<file path="config.mk">
export PLATFORM = sky130hd
export DESIGN_NAME = afpm_operand_loader
export DESIGN_NICKNAME = d
export VERILOG_FILES = /design/src/rtl/afpm_pkg.sv /design/src/rtl/afpm_pair_fifo.sv /design/src/rtl/afpm_operand_loader.sv
export SDC_FILE = /design/constraint.sdc
export NUM_CORES = 1
export LEC_CHECK = 0
export ABC_AREA = 1
export CAP_MARGIN = 20
export CORE_MARGIN = 4
export CORE_UTILIZATION = 52
export CTS_CLUSTER_SIZE = 30
export DETAILED_ROUTE_END_ITERATION = 6
export HOLD_SLACK_MARGIN = 0.03
export PLACE_DENSITY = 0.75
export RECOVER_POWER = 25
export SYNTH_ARGS = -nofsm -noshare
export SYNTH_HDL_FRONTEND = slang
export SYNTH_HIERARCHICAL = 1
export SYNTH_SLANG_ARGS = --single-unit
</file>
<file path="constraint.sdc">
create_clock -name clk -period 4.18 [get_ports clk]
set_input_delay 1.254 -clock clk [delete_from_list [all_inputs] [get_ports clk]]
set_output_delay 1.254 -clock clk [all_outputs]
set_load 0.05 [all_outputs]
</file>
<file path="src/rtl/afpm_pkg.sv">
// Shared FP16 field constants and the operand-pair record for the AFPM operand front end.
package afpm_pkg;

  localparam int unsigned EXP_MSB = 14;
  localparam int unsigned EXP_LSB = 10;
  localparam logic [4:0]  EXP_MAX = 5'd31;

  typedef struct packed {
    logic [15:0] a;
    logic [15:0] b;
    logic        zero;
    logic        infnan;
  } pair_t;

  function automatic logic exp_is_zero(input logic [15:0] v);
    return v[EXP_MSB:EXP_LSB] == '0;
  endfunction

  function automatic logic exp_is_max(input logic [15:0] v);
    return v[EXP_MSB:EXP_LSB] == EXP_MAX;
  endfunction

endpackage

</file>
<file path="src/rtl/afpm_pair_fifo.sv">
// Operand-pair FIFO (DEPTH 2 or 4); head reads as zero when empty.
// Per-entry special-value flags exist only with AFPM_SPECIAL_DETECT_EN defined.
module afpm_pair_fifo
  import afpm_pkg::*;
#(
  parameter int unsigned DEPTH = 2
) (
  input  logic  clk,
  input  logic  rst_n,
  input  logic  push,
  input  logic  pop,
  input  pair_t din,
  output pair_t dout,
  output logic  full,
  output logic  empty
);

  localparam int unsigned PW = (DEPTH > 2) ? 2 : 1;
  localparam int unsigned CW = PW + 1;
  localparam logic [CW-1:0] FULL_CNT = CW'(DEPTH);

  logic [PW-1:0] wr_ptr;
  logic [PW-1:0] rd_ptr;
  logic [CW-1:0] count;
  logic [15:0]   mem_a [DEPTH];
  logic [15:0]   mem_b [DEPTH];
  logic          do_push;
  logic          do_pop;

  assign full    = (count == FULL_CNT);
  assign empty   = (count == '0);
  assign do_pop  = pop && !empty;
  // A push into a full FIFO is only legal when the head leaves in the same cycle.
  assign do_push = push && (!full || do_pop);

  always_ff @(posedge clk) begin
    if (!rst_n) begin
      wr_ptr <= '0;
      rd_ptr <= '0;
      count  <= '0;
    end else begin
      if (do_push) wr_ptr <= wr_ptr + PW'(1);
      if (do_pop)  rd_ptr <= rd_ptr + PW'(1);
      case ({do_push, do_pop})
        2'b10:   count <= count + CW'(1);
        2'b01:   count <= count - CW'(1);
        default: ;
      endcase
    end
  end

  always_ff @(posedge clk) begin
    if (do_push) begin
      mem_a[wr_ptr] <= din.a;
      mem_b[wr_ptr] <= din.b;
    end
  end

`ifdef AFPM_SPECIAL_DETECT_EN
  logic mem_zero   [DEPTH];
  logic mem_infnan [DEPTH];

  always_ff @(posedge clk) begin
    if (do_push) begin
      mem_zero[wr_ptr]   <= din.zero;
      mem_infnan[wr_ptr] <= din.infnan;
    end
  end
`else
  logic unused_flags;
  assign unused_flags = din.zero ^ din.infnan;
`endif

  always_comb begin
    dout = '0;
    if (!empty) begin
      dout.a = mem_a[rd_ptr];
      dout.b = mem_b[rd_ptr];
`ifdef AFPM_SPECIAL_DETECT_EN
      dout.zero   = mem_zero[rd_ptr];
      dout.infnan = mem_infnan[rd_ptr];
`endif
    end
  end

endmodule

</file>
<file path="src/rtl/afpm_operand_loader.sv">
// Byte-serial FP16 operand loader: pairs low/high bytes, queues operand pairs for the multiplier.
// Optional feature macro: AFPM_SPECIAL_DETECT_EN (zero / inf-NaN exponent flags per entry).
module afpm_operand_loader
  import afpm_pkg::*;
#(
  parameter int unsigned DEPTH = 2
) (
  input  logic        clk,
  input  logic        rst_n,
  input  logic        ena,
  input  logic [7:0]  ui_in,
  input  logic [7:0]  uio_in,
  input  logic        in_valid,
  output logic        in_ready,
  input  logic        frame_clr,
  output logic [15:0] op_a,
  output logic [15:0] op_b,
  output logic        op_valid,
  input  logic        op_ready,
  output logic        op_zero,
  output logic        op_infnan,
  output logic        drop_err
);

  typedef enum logic {PH_LOW, PH_HIGH} phase_t;

  phase_t     phase;
  logic [7:0] hold_a;
  logic [7:0] hold_b;
  logic       full;
  logic       empty;
  logic       accept;
  logic       push;
  logic       pop;
  pair_t      din;
  pair_t      head;

  assign op_valid  = !empty;
  assign pop       = op_valid && op_ready && ena;
  assign in_ready  = ena && (phase == PH_LOW || !full || (op_valid && op_ready));
  assign accept    = in_valid && in_ready;
  // frame_clr discards whatever byte arrives alongside it, including a high byte.
  assign push      = accept && (phase == PH_HIGH) && !frame_clr;

  assign op_a      = head.a;
  assign op_b      = head.b;
  assign op_zero   = head.zero;
  assign op_infnan = head.infnan;

  always_comb begin
    din   = '0;
    din.a = {ui_in, hold_a};
    din.b = {uio_in, hold_b};
`ifdef AFPM_SPECIAL_DETECT_EN
    din.zero   = exp_is_zero(din.a) || exp_is_zero(din.b);
    din.infnan = exp_is_max(din.a)  || exp_is_max(din.b);
`endif
  end

  always_ff @(posedge clk) begin
    if (!rst_n || frame_clr) begin
      phase    <= PH_LOW;
      hold_a   <= '0;
      hold_b   <= '0;
      drop_err <= 1'b0;
    end else begin
      if (in_valid && !in_ready) drop_err <= 1'b1;
      if (accept) begin
        if (phase == PH_LOW) begin
          hold_a <= ui_in;
          hold_b <= uio_in;
          phase  <= PH_HIGH;
        end else begin
          phase  <= PH_LOW;
        end
      end
    end
  end

  afpm_pair_fifo #(.DEPTH(DEPTH)) u_fifo (
    .clk   (clk),
    .rst_n (rst_n),
    .push  (push),
    .pop   (pop),
    .din   (din),
    .dout  (head),
    .full  (full),
    .empty (empty)
  );

endmodule
</file>
==> results.txt <==
Status: finished, final reports clean
Dpl hpwl: 4.27 mm
Clock-pin slew on the worst setup and hold paths: 0.08 ns
Number of global-route vias before repair: 2351
Die area: 0.00786 mm2
Peak VDD IR: 0.000296 V
Pins over their slew limit: 0
Max stage delay cell, worst path: clkdlybuf4s50_1
R2R Setup Slk: 1.61 ns
Crit-path cells: clkdlybuf4s50_1, nand3_1, nand2_1, buf_12
Pleak: 1.60 nW
Synth warnings: 6
First-pass GRT wire length: 11.3 mm
Hold Path Sink: drop_err$_SDFFE_PP0P_
Cell Pwr Density: 405 mW/mm2
Minimum clock period: 3.53 ns
Setup crit end kind: output pin
Cells after Synth: 300
Layout Area Growth over Synthesis: 23.7%
Final hold vios: 0
Detailed Route WL: 7.05 mm
CTS tree: built
Routability cong.: 0.771
Total global-route track usage: 0.193
Max Clk Rate: 283 MHz
Clk_lat worst skew: 0.35 ns
Min-delay src: drop_err$_SDFFE_PP0P_
Largest net degree at the start of global routing: 33
Psw: 0.344 mW
Hold_buf cts: 0
Worst reg2reg startpoint: u_fifo/count[0]$_SDFFE_PN0P_
Worst Hold Class: reg2reg
Drt wl/cell: 16.0 um
Top delay family on crit path: buffers and inverters
IO Port Bufs: 56
Setup TNS Final: 0 ns
Fin worst setup slack: 0.648 ns
Layout filler cell count: 487
Share of layout cells above drive strength 1: 0.219
Max-slew headroom: 0.327
Int Pwr: 1.35 mW
First-pass DRT Iterations: 4
Worst Path Required: 2.93 ns
Sequential Power Share: 0.549
Vias post-DR: 2329
Worst Path Arrival: 2.28 ns
Sw Share: 0.203
Skew final: 0.00560 ns
CP Max Fanout: 4
Mapped cell area: 0.00338 mm2
Via-to-Cell Ratio: 5.27
GRT overflow: 0
CP Class: in2out
# diodes: 0
Cell Area, Placed: 0.00395 mm2
Startpoint Class: input port
# setup viols final: 0
Part of the power in the clock network: 0.406
Initial antenna violation count: 0
Die H: 88.7 um
Reg2reg path depth: 11
CP bufs+invs: 2
Initial Utilization: 0.533
H-tree depth: 3
Root Driver: clkbuf_8
Clock Path Buffers: 2
# Post-CTS Setup Buffers: 0
Syn Area/Cell: 11.3 um2
Placement Rows: 29
Fin area: 0.00419 mm2
# Max-Cap Violations: 0
CP peak stage delay: 0.56 ns
Slew @ Worst Pin: 1.01 ns
Hold path depth: 2
Post-DRT Antenna Nets: 0
Post_cts resized: 0
Die Width: 88.7 um
Tcrit/Tclk final: 0.845
Total clock sinks: 87
Iteration-0 DRC Markers: 209
Ports: 59
Placeable core area: 0.00635 mm2
Place WS: 0.516 ns
Layout Nets: 382
Residual DRC: 0
RSZ-0062 raised after global routing: no
Reg2reg end: u_fifo/mem_a[1][5]$_DFFE_PP_
Combinational fraction of design power: 0.045
Num CTS Buffers: 9
Final core occ: 0.659
worst max-delay path by stage:
stage | start | to | slack, ns | cells past startpoint
after floorplan | ena | u_fifo/mem_a[1][0]$_DFFE_PP_ | 0.14 | 6
after global placement | ena | u_fifo/mem_a[1][10]$_DFFE_PP_ | 0.62 | 8
after detailed placement | ena | u_fifo/mem_b[1][14]$_DFFE_PP_ | 0.52 | 8
after CTS | ena | in_ready | 0.65 | 4
after global routing | ena | in_ready | 0.59 | 4
final | ena | in_ready | 0.65 | 4
cells in the final DEF (no fill, tap or decap), drive strengths merged:
master and n:
edfxtp 64, dlygate4sd3 8, nand4 1, nor2 11, clkbuf 10, o21ai 2, nand2 108, inv 17
dfxtp 23, conb 2, clkinv 2, bufinv 3, a31oi 1, buf 40, nand3 6, xor2 1
a21oi 51, clkdlybuf4s50 15
metal layers:
layer,routed length [um],vias up,GRT usage
li1,-,1124,-
met1,2900,1133,0.234
met2,3760,59,0.337
met3,272,13,0.0317
met4,125,0,0.0865
met5,0,-,0
power by group through the flow:
stage,clock network (mW),logic [mW],registers (mW)
floorplan,0,0.0400,0.951
global placement,0,0.0769,0.950
detailed placement,0,0.0779,0.950
CTS,0.696,0.0785,0.930
global route,0.730,0.0814,0.931
finish,0.689,0.0764,0.930
sequential cells by signal, indices dropped and copies added (netlist names), named ones only:
| name | count |
|---|---|
| u_fifo/mem_a | 32 |
| u_fifo/mem_b | 32 |
| hold_a | 8 |
| hold_b | 8 |
| u_fifo/count | 2 |
| drop_err | 1 |
| phase | 1 |
| u_fifo/rd_ptr | 1 |
| u_fifo/wr_ptr | 1 |
final cells by class:
type / count / area [um2] / area share
flip-flops and latches: 87 / 2380 / 0.569
multi-input cells: 183 / 867 / 0.207
repair buffers: 63 / 543 / 0.130
clock buffers: 10 / 128 / 0.0305
clock inverters: 6 / 108 / 0.0257
well taps: 77 / 96.3 / 0.0230
inverters: 16 / 62.6 / 0.0149
metrics by stage:
stage | cells | hold slack (ns) | total power [mW]
6_report | 442 | 0.455 | 1.70
4_1_cts | 442 | 0.462 | 1.70
3_3_place_gp | 426 | 0.434 | 1.03
5_1_grt | 442 | 0.464 | 1.74
2_1_floorplan | 301 | 0.426 | 0.991
3_5_place_dp | 426 | 0.441 | 1.03
worst min-delay path, delay by kind of cell, from the launching register on:
family | cells | cell delay (ns)
flip-flops | 1 | 0.32
buffers and inverters | 1 | 0.05
AO/OA/AOI/OAI | 1 | 0.05
Note: power is estimated with default switching activity, not from simulation.
